## src/rtl/mmo_game_regs.sv

```systemverilog
// mmo_game_regs: memory-mapped game peripheral behind the HPS bridge.
// Provides an ID word, control/status, a button-event FIFO, a free-running
// tick prescaler/counter, synchronized button state and eight scratch words.
// Reads have a fixed latency of one cycle. All state is clocked by clk_clk.
module mmo_game_regs #(
    parameter int unsigned FIFO_DEPTH = 16,
    parameter logic [31:0] ID_VALUE   = 32'h47414D45
) (
    input  logic        clk_clk,
    input  logic        reset_reset,
    input  logic [4:0]  mmo_address,
    input  logic [31:0] mmo_writedata,
    input  logic [3:0]  mmo_byteenable,
    input  logic        mmo_read,
    input  logic        mmo_write,
    output logic [31:0] mmo_readdata,
    input  logic [4:0]  btn_in,
    output logic        irq
);

    localparam int unsigned PTR_W = $clog2(FIFO_DEPTH);
    localparam int unsigned CNT_W = PTR_W + 1;

    localparam logic [PTR_W-1:0] PTR_ONE  = PTR_W'(1);
    localparam logic [CNT_W-1:0] CNT_ONE  = CNT_W'(1);
    localparam logic [CNT_W-1:0] CNT_FULL = CNT_W'(FIFO_DEPTH);

    localparam logic [4:0] ADDR_ID       = 5'd0;
    localparam logic [4:0] ADDR_CTRL     = 5'd1;
    localparam logic [4:0] ADDR_STATUS   = 5'd2;
    localparam logic [4:0] ADDR_EVENT    = 5'd3;
    localparam logic [4:0] ADDR_TICK_DIV = 5'd4;
    localparam logic [4:0] ADDR_TICK_CNT = 5'd5;
    localparam logic [4:0] ADDR_BTN_NOW  = 5'd6;

    // Replace only the byte lanes that are enabled.
    function automatic logic [31:0] merge_bytes(input logic [31:0] old_word,
                                                input logic [31:0] new_word,
                                                input logic [3:0]  lanes);
        logic [31:0] result;
        result = old_word;
        for (int i = 0; i < 4; i++) begin
            if (lanes[i]) begin
                result[8*i +: 8] = new_word[8*i +: 8];
            end
        end
        return result;
    endfunction

    // ------------------------------------------------------------------
    // Bus decode
    // ------------------------------------------------------------------
    logic wr_ctrl;
    logic wr_status;
    logic wr_tick_div;
    logic wr_scratch;
    logic rd_event;

    assign wr_ctrl     = mmo_write && (mmo_address == ADDR_CTRL);
    assign wr_status   = mmo_write && (mmo_address == ADDR_STATUS);
    assign wr_tick_div = mmo_write && (mmo_address == ADDR_TICK_DIV);
    assign wr_scratch  = mmo_write && (mmo_address[4:3] == 2'b01);
    assign rd_event    = mmo_read  && (mmo_address == ADDR_EVENT);

    // ------------------------------------------------------------------
    // CTRL: tick_en, irq_en and the one-shot FIFO clear request
    // ------------------------------------------------------------------
    logic tick_en;
    logic irq_en;
    logic clr_pend;

    // Control bits; fifo_clr is captured for exactly one cycle.
    always_ff @(posedge clk_clk) begin
        // NOTE: every register is assigned with <= so all flops sample the
        // pre-edge values of each other, regardless of statement order.
        if (reset_reset) begin
            tick_en  <= 1'b0;
            irq_en   <= 1'b0;
            clr_pend <= 1'b0;
        end else begin
            clr_pend <= wr_ctrl && mmo_byteenable[0] && mmo_writedata[1];
            if (wr_ctrl && mmo_byteenable[0]) begin
                tick_en <= mmo_writedata[0];
                irq_en  <= mmo_writedata[2];
            end
        end
    end

    // ------------------------------------------------------------------
    // Button synchronizer and edge detection
    // ------------------------------------------------------------------
    logic [4:0] btn_meta;
    logic [4:0] btn_sync;
    logic [4:0] btn_prev;
    logic [4:0] btn_rise;
    logic [4:0] btn_fall;

    // Two-flop synchronizer followed by the copy used for edge detection.
    always_ff @(posedge clk_clk) begin
        if (reset_reset) begin
            btn_meta <= '0;
            btn_sync <= '0;
            btn_prev <= '0;
        end else begin
            btn_meta <= btn_in;
            btn_sync <= btn_meta;
            btn_prev <= btn_sync;
        end
    end

    assign btn_rise = btn_sync & ~btn_prev;
    assign btn_fall = ~btn_sync & btn_prev;

    // ------------------------------------------------------------------
    // Tick prescaler and tick counter
    // ------------------------------------------------------------------
    logic [31:0] tick_div;
    logic [31:0] prescale;
    logic [31:0] tick_cnt;

    // Prescaler counts 0..tick_div; each wrap advances tick_cnt.
    always_ff @(posedge clk_clk) begin
        if (reset_reset) begin
            tick_div <= '0;
            prescale <= '0;
            tick_cnt <= '0;
        end else if (wr_tick_div) begin
            tick_div <= merge_bytes(tick_div, mmo_writedata, mmo_byteenable);
            prescale <= '0;
        end else if (tick_en) begin
            if (prescale == tick_div) begin
                prescale <= '0;
                tick_cnt <= tick_cnt + 32'd1;
            end else begin
                prescale <= prescale + 32'd1;
            end
        end
    end

    // ------------------------------------------------------------------
    // Button-event FIFO
    // ------------------------------------------------------------------
    logic [31:0]      fifo_mem [FIFO_DEPTH];
    logic [PTR_W-1:0] wr_ptr;
    logic [PTR_W-1:0] rd_ptr;
    logic [CNT_W-1:0] count;
    logic             fifo_empty;
    logic             fifo_full;
    logic             push_req;
    logic             pop;
    logic             push_ok;
    logic             ovf_set;
    logic             ovf_clr;
    logic             overflow;
    logic [31:0]      event_word;
    logic [31:0]      head;

    assign fifo_empty = (count == '0);
    assign fifo_full  = (count == CNT_FULL);
    assign push_req   = |(btn_rise | btn_fall);
    // A pending clear wins over everything else in its cycle.
    assign pop        = rd_event && !fifo_empty && !clr_pend;
    assign push_ok    = push_req && !clr_pend && (!fifo_full || pop);
    assign ovf_set    = push_req && !clr_pend && fifo_full && !pop;
    assign ovf_clr    = wr_status && mmo_byteenable[1] && mmo_writedata[10];
    assign event_word = {tick_cnt[15:0], 3'b000, btn_fall, 3'b000, btn_rise};
    assign head       = fifo_mem[rd_ptr];

    // Event storage.
    always_ff @(posedge clk_clk) begin
        // NOTE: the storage array has no reset; the pointers and count decide
        // which entries are valid, so clearing it would only cost logic.
        if (push_ok) begin
            fifo_mem[wr_ptr] <= event_word;
        end
    end

    // FIFO pointers and occupancy; power-of-two depth gives natural wrap.
    always_ff @(posedge clk_clk) begin
        if (reset_reset || clr_pend) begin
            wr_ptr <= '0;
            rd_ptr <= '0;
            count  <= '0;
        end else begin
            if (push_ok) begin
                wr_ptr <= wr_ptr + PTR_ONE;
            end
            if (pop) begin
                rd_ptr <= rd_ptr + PTR_ONE;
            end
            if (push_ok && !pop) begin
                count <= count + CNT_ONE;
            end else if (!push_ok && pop) begin
                count <= count - CNT_ONE;
            end
        end
    end

    // Sticky overflow; a new drop in the same cycle wins over a clear.
    always_ff @(posedge clk_clk) begin
        if (reset_reset) begin
            overflow <= 1'b0;
        end else begin
            overflow <= (overflow && !ovf_clr) || ovf_set;
        end
    end

    // ------------------------------------------------------------------
    // Scratch registers
    // ------------------------------------------------------------------
    logic [31:0] scratch [8];

    // Eight general-purpose RW words with byte-lane writes.
    always_ff @(posedge clk_clk) begin
        if (reset_reset) begin
            for (int i = 0; i < 8; i++) begin
                scratch[i] <= '0;
            end
        end else if (wr_scratch) begin
            scratch[mmo_address[2:0]] <= merge_bytes(scratch[mmo_address[2:0]],
                                                     mmo_writedata, mmo_byteenable);
        end
    end

    // ------------------------------------------------------------------
    // Read path and interrupt
    // ------------------------------------------------------------------
    logic [31:0] status_word;
    logic [31:0] rd_mux;

    assign status_word = {21'd0, overflow, fifo_full, fifo_empty, 2'b00, 6'(count)};

    // Select the word at the current address from pre-write register values.
    always_comb begin
        // NOTE: rd_mux gets a default before the case so no path leaves it
        // unassigned, which would otherwise infer a latch.
        rd_mux = '0;
        case (mmo_address)
            ADDR_ID:       rd_mux = ID_VALUE;
            ADDR_CTRL:     rd_mux = {29'd0, irq_en, 1'b0, tick_en};
            ADDR_STATUS:   rd_mux = status_word;
            ADDR_EVENT:    rd_mux = fifo_empty ? 32'd0 : head;
            ADDR_TICK_DIV: rd_mux = tick_div;
            ADDR_TICK_CNT: rd_mux = tick_cnt;
            ADDR_BTN_NOW:  rd_mux = {27'd0, btn_sync};
            default: begin
                if (mmo_address[4:3] == 2'b01) begin
                    rd_mux = scratch[mmo_address[2:0]];
                end
            end
        endcase
    end

    // Registered read data (holds between reads) and registered interrupt.
    always_ff @(posedge clk_clk) begin
        if (reset_reset) begin
            mmo_readdata <= '0;
            irq          <= 1'b0;
        end else begin
            if (mmo_read) begin
                mmo_readdata <= rd_mux;
            end
            irq <= irq_en && !fifo_empty;
        end
    end

endmodule

```

## config.mk

```make
export PLATFORM = sky130hd
export DESIGN_NAME = mmo_game_regs
export DESIGN_NICKNAME = d
export VERILOG_FILES = /design/src/rtl/mmo_game_regs.sv
export SDC_FILE = /design/constraint.sdc
export NUM_CORES = 1
export LEC_CHECK = 0
export BUFFER_PORTS_ARGS = -buffer_cell sky130_fd_sc_hd__buf_2
export CELL_PAD_IN_SITES_DETAIL_PLACEMENT = 1
export CELL_PAD_IN_SITES_GLOBAL_PLACEMENT = 1
export CORE_UTILIZATION = 50
export CTS_CLUSTER_DIAMETER = 80
export DETAILED_ROUTE_END_ITERATION = 8
export PLACE_DENSITY = 0.81
export SYNTH_ARGS = -nofsm -noshare
export SYNTH_HDL_FRONTEND = slang
export SYNTH_SLANG_ARGS = --single-unit
```

## constraint.sdc

```tcl
create_clock -name clk_clk -period 8.33 [get_ports clk_clk]
set_input_delay 1.666 -clock clk_clk [delete_from_list [all_inputs] [get_ports clk_clk]]
set_output_delay 1.666 -clock clk_clk [all_outputs]
set_load 0.01 [all_outputs]
```

* Word level (Yosys, flattened, before mapping)
Memory sizes are Yosys's and may differ from the RTL's. A register that Yosys moved wholly into a read port is not among the register bits. Index checks and enable logic that the tools add are counted.
Operators by class: $add $sub $neg 6, multiply operators 0, div/mod/pow operators 0, order comparisons 0, equal/unequal tests 9, shift-type cells 0, muxes and demuxes 30, bitwise logic cells 6, reductions and logical operators 39
Operator list (number):
- one-hot mux 32 bit (7 select lines) | 1
- two-way mux 32 bit | 4
- two-way mux 8 bit | 12
- adder 32 x 1 -> 32 bit, second input constant | 2
- == test 32 bit | 1
- OR reduction 32 bit | 1
- logical AND 1 bit | 19
- == test 5 x 3 -> 1 bit, second input constant | 3
- bitwise AND 5 bit | 2
- == test 5 x 2 -> 1 bit, second input constant | 2
- logical NOT 5 bit | 2
- two-way mux 5 bit | 2
- inverter 5 bit | 2
- adder 4 x 1 -> 4 bit, second input constant | 2
- two-way mux 1 bit | 8
- two-way mux 4 bit | 2
- AND reduction 2 bit | 4
- logical NOT 1 bit | 6
- adder 5 x 1 -> 5 bit, second input constant | 1
- == test 5 x 1 -> 1 bit, second input constant | 1
- == test 5 bit, second input constant | 1
- OR 5 bit | 1
- OR reduction 5 bit | 1
- subtractor 5 x 1 -> 5 bit, second input constant | 1
- 7 further kinds | 9
Storage, ports and cells: register bits after elaboration 161, latch bits 0, bits in writable memories 672, bits in read-only memories 0, output and inout bits 33, word-level logic and storage cells 110, memories 2
Memories:
- fifo_mem | depth 16, bits a word 26, read ports 1, clocked after memory_dff 1, wr ports 1, RTL line 143 | logic [31:0] fifo_mem [FIFO_DEPTH];
- scratch | depth 8, bits a word 32, read ports 1, clocked after memory_dff 0, wr ports 8, RTL line 211 | logic [31:0] scratch [8];

* Logic depth before layout (Yosys ltp)
word-level depth 10, gate-level depth with buffers 15

* Worst setup path before layout
OpenSTA, ideal clock, no wires.
kind in2reg, start input mmo_address[2], end memory fifo_mem[0][0] (netlist bit) (enable), library setup time 0.442 ns, arrival time 4.869 ns, setup slack 3.019 ns, cell stages on the path 7, path buffers 2, cells stage by stage or3_1 clkbuf_1 a2111oi_4 o21a_1 buf_2 nand2_1 nor3_1
Between the ends: word-level cells in the longest chain between the ends 8
Ends and longest elaborated chain:
- start, declared | RTL line 11 | input logic [4:0] mmo_address,
- == test 5 x 2 -> 1 bit | RTL line 63 | assign rd_event = mmo_read && (mmo_address == ADDR_EVENT);
- logical AND 1 bit | RTL line 63
- logical AND 1 bit (2 in series) | RTL line 162 | assign pop = rd_event && !fifo_empty && !clr_pend;
- logical OR 1 bit | RTL line 163 | assign push_ok = push_req && !clr_pend && (!fifo_full || pop);
- logical AND 1 bit | RTL line 163
- via push_ok | RTL line 151 | logic push_ok;
- two-way mux 1 bit | RTL line 173 | if (push_ok) begin
- two-way mux 1 bit (implied by the code) | RTL line 174 | fifo_mem[wr_ptr] <= event_word;
- end, declared | RTL line 143
The timed path passes the listed nets, and every way through them passes these cells.

* Final worst setup path
start input mmo_address[2], end memory fifo_mem[2][19] (netlist bit) (enable)
Between the ends: word-level cells in the longest chain between the ends 8
Ends and longest elaborated chain (RTL line):
- == test 5 x 2 -> 1 bit | 63
- logical AND 1 bit | 63
- logical AND 1 bit (2 in series) | 162
- logical OR 1 bit | 163
- logical AND 1 bit | 163
- two-way mux 1 bit | 173
- two-way mux 1 bit (implied by the code) | 174
No other way between the ends.

==> run metrics <==
cts bufs inserted 88; CP most frequent cell sky130_fd_sc_hd__buf_4; Final Setup Violations 0; critical path class input port to flop; pin count of the biggest net entering global routing 67; Synth warnings 0; highest fanout seen on the critical path 39; standby leakage power 0.01306 uW; I/O pin cnt 83; DIE HEIGHT 265.4 um; area occupied by registers 23490 um^2; share of flip-flops with an asynchronous set or reset 0%; proportion of netlist area held by the largest area contributor 58.17%; CP max-delay cell sky130_fd_sc_hd__nor3_2; syn_area_per_cell 14.87 um^2; data arrival time at the worst-slack endpoint 5210 ps; Worst Hold Class flop to flop; finished layout cell area 38760 um^2; cell area power density 240.0 nW/um^2; required time reported for the critical path endpoint 8620 ps; Fmax achieved 0.2034 GHz; drt wl/cell 28.46 um; number of different library cells in the post-synthesis netlist 64; endpoint kind of the worst setup timing path flop; count of buffers added by post-CTS timing repair for setup 0; number of pins with negative max-slew slack in the final report 0; slew at the pin with the worst max-slew slack 1214 ps; count of cells along the worst hold path 1; Post-Syn Nets 2405; Final Routed Wirelength 96550 um; synthesized instance count 2333; PostCTS Resize Cnt 0; Final Wtd Congestion 0.8826; drt initial violations 2114; detailed-router iteration count before antenna repair 5; total core area 68590 um^2; setup slack, reg-to-reg 4370 ps; number of enable-type register cells in the synthesized netlist 672; global-route usage over all layers 27.94%; dominant synthesized flop cell sky130_fd_sc_hd__edfxtp_1; Worst VDD drop 0.1700 mV; startpoint of the most critical register-to-register path prescale[4]; global-route wire length before repair 144800 um; Post-layout nets 2460; element type at the critical path start input port; Starting Density 50.58%; multi-input logic area 10660 um^2; vias 21180; Die Area 70440 um^2; cells traversed along the worst timing path buf_2, buf_4, or3_1, a2111oi_4, o21a_1, nand2_1, nor3_2, buf_4; maximum number of buffers from clock root to sink 3; Hold-fix buffers, CTS 0; number of standard cells in the layout, taps in and fillers out 3392; H-tree depth reported by CTS 3; cell area after placement 36040 um^2; Hold Crit Endpoint btn_sync[0]; synthesized cell area 34690 um^2; number of maximum-capacitance violations 0; post-route core utilization 56.52%; remaining antenna violation count after routing 0; sequential area share after synthesis 67.69%; ratio of final minimum period to clock period 59.01%; number of rows created at floorplan 96; RSZ-0062 raised after global routing no; filler cell count in the final layout 6458; chip width 265.4 um; Worst path max stage delay 710 ps; share of layout cells above drive strength 1 20.15%; clock root buffer master sky130_fd_sc_hd__clkbuf_16; number of placed cells counting well taps 3229; post-route minimum period 4915 ps; initial antenna violation count 3; count of antenna diodes in the layout 0; average vias per placed instance 6.243; outcome complete, no violations; via count of the first global-routing pass 22710; setup total negative slack 0 ps; Reg2Reg Capture Point prescale[11]; layout-stage area growth over the synthesis result 11.74%; later-pin clock latency in the skew report 650 ps; clock tree from TritonCTS yes; count of endpoints failing hold in the final timing report 0; clk_skew 28.85 ps; worst max-slew margin expressed relative to the limit 19.06%; worst hold start btn_meta[0]; number of sinks handled by clock tree synthesis 837; clock transition at the register clock pins on the worst setup and hold paths after CTS 60 ps; DRC Markers 0; PortBufs 82; register bit count reported by yosys 837; worst reg2reg path depth 6; GRT overflow 0; DP HPWL 60420 um; cell types with the largest area share after synthesis sky130_fd_sc_hd__edfxtp_1, sky130_fd_sc_hd__mux4_2, sky130_fd_sc_hd__dfxtp_1; largest area contributor in the synthesized netlist sky130_fd_sc_hd__edfxtp_1
-- cells in the final DEF, fill, tap and decap left out, types with 6 or more instances in the layout --
cell type,count
sky130_fd_sc_hd__o21ai_0,14
sky130_fd_sc_hd__or4_1,15
sky130_fd_sc_hd__clkinv_2,21
sky130_fd_sc_hd__nor2_4,11
sky130_fd_sc_hd__or3_1,18
sky130_fd_sc_hd__a311oi_1,6
sky130_fd_sc_hd__and3_1,11
sky130_fd_sc_hd__o31ai_1,13
sky130_fd_sc_hd__mux4_2,168
sky130_fd_sc_hd__buf_4,31
sky130_fd_sc_hd__nand4_1,26
sky130_fd_sc_hd__and2_1,8
sky130_fd_sc_hd__nand2_1,138
sky130_fd_sc_hd__xnor2_1,38
sky130_fd_sc_hd__dfxtp_1,163
sky130_fd_sc_hd__a21oi_1,74
sky130_fd_sc_hd__a221oi_1,19
sky130_fd_sc_hd__inv_1,24
sky130_fd_sc_hd__mux2i_2,10
sky130_fd_sc_hd__ha_1,21
sky130_fd_sc_hd__clkbuf_16,91
sky130_fd_sc_hd__nand2b_2,8
sky130_fd_sc_hd__nand3_1,75
sky130_fd_sc_hd__buf_2,80
sky130_fd_sc_hd__nand2b_1,12
sky130_fd_sc_hd__a22oi_1,83
sky130_fd_sc_hd__edfxtp_1,672
sky130_fd_sc_hd__nor3_1,34
sky130_fd_sc_hd__nor2_1,359
sky130_fd_sc_hd__clkbuf_1,24
sky130_fd_sc_hd__mux2_2,32
sky130_fd_sc_hd__clkinv_1,11
sky130_fd_sc_hd__xor2_1,26
sky130_fd_sc_hd__nor2b_1,21
sky130_fd_sc_hd__mux2i_1,28
-- critical path: cells and delay by family --
| family | cells | cell delay (ps) |
|---|---|---|
| buf+inv | 3 | 900 |
| simple gates | 3 | 1590 |
| compound gates | 2 | 1010 |
-- sequential cells by signal (all words and copies together) (netlist names), named ones only --
signal        count
prescale         32
rd_ptr            4
fifo_mem        416
count             5
irq_en            1
btn_meta          5
wr_ptr            4
mmo_readdata     32
tick_cnt         32
scratch         256
irq               1
tick_div         32
btn_sync          5
clr_pend          1
overflow          1
tick_en           1
btn_prev          5
-- layer usage --
metal | GRT usage (%) | routed length [um] | vias to the layer above
met2 | 48.38 | 49560 | 869
met1 | 36.05 | 37230 | 11080
met5 | 0 | 13 | -
li1 | - | - | 9024
met4 | 9.827 | 3120 | 2
met3 | 3.981 | 6627 | 204
-- cell families after synthesis --
group	count (synthesis)	synth area share (%)
fa+ha+maj	22	0.8151
compound gates	230	4.577
flops	837	67.69
xor+xnor	64	1.616
simple gates	772	10.14
buf+inv	170	2.016
mux	238	13.15
-- where the power goes --
part / switching, uW / internal (uW) / leakage (uW) / total [uW]
logic: 525 / 266 / 0.00370 / 791
registers: 84.2 / 4700 / 0.00803 / 4780
clock network: 1650 / 2080 / 0.00134 / 3730
total: 2260 / 7040 / 0.0131 / 9300
-- final cells by class --
type | count | area share, %
inverter | 24 | 0.2324
timing repair buffer | 111 | 1.633
multi-input combinational | 1326 | 27.51
clock inverter | 45 | 0.8069
clock buffer | 118 | 6.213
tap | 931 | 3.005
sequential | 837 | 60.60
-- synth_stat cells, drive strengths merged, types with 13 or more instances --
master and number:
edfxtp 672, nor2 372, mux4 168, dfxtp 165, nand2 139, clkbuf 97, a22oi 83, nand3 76
a21oi 74, buf 49, nor3 40, mux2i 38, xnor2 38, mux2 32, nand4 28, xor2 26
inv 24, nor2b 24, ha 21, nand2b 20, a221oi 19, or3 19, or4 15, o21ai 14
o31ai 13
-- through the flow --
stage          setup slack (ps)  hold slack, ps  total power, uW
6_report                   3415           443.1             9305
5_1_grt                    3235           458.5             9564
4_1_cts                    3412           447.3             9353
3_5_place_dp               2791           427.3             5648
3_3_place_gp               2939           442.3             5588
2_1_floorplan              3019           413.8             5321
-- how the worst max path moves through the flow --
stage	startpoint	end	slack (ps)	depth (start not counted)
after floorplan	mmo_address[2]	fifo_mem[0][0]	3020	7
after global placement	mmo_address[2]	fifo_mem[2][17]	2940	8
after detailed placement	mmo_address[2]	fifo_mem[2][20]	2790	8
after CTS	mmo_address[2]	fifo_mem[2][14]	3410	8
after global routing	mmo_address[2]	fifo_mem[2][22]	3240	8
final	mmo_address[2]	fifo_mem[2][19]	3410	8
Note: power is estimated with default switching activity, not from simulation.
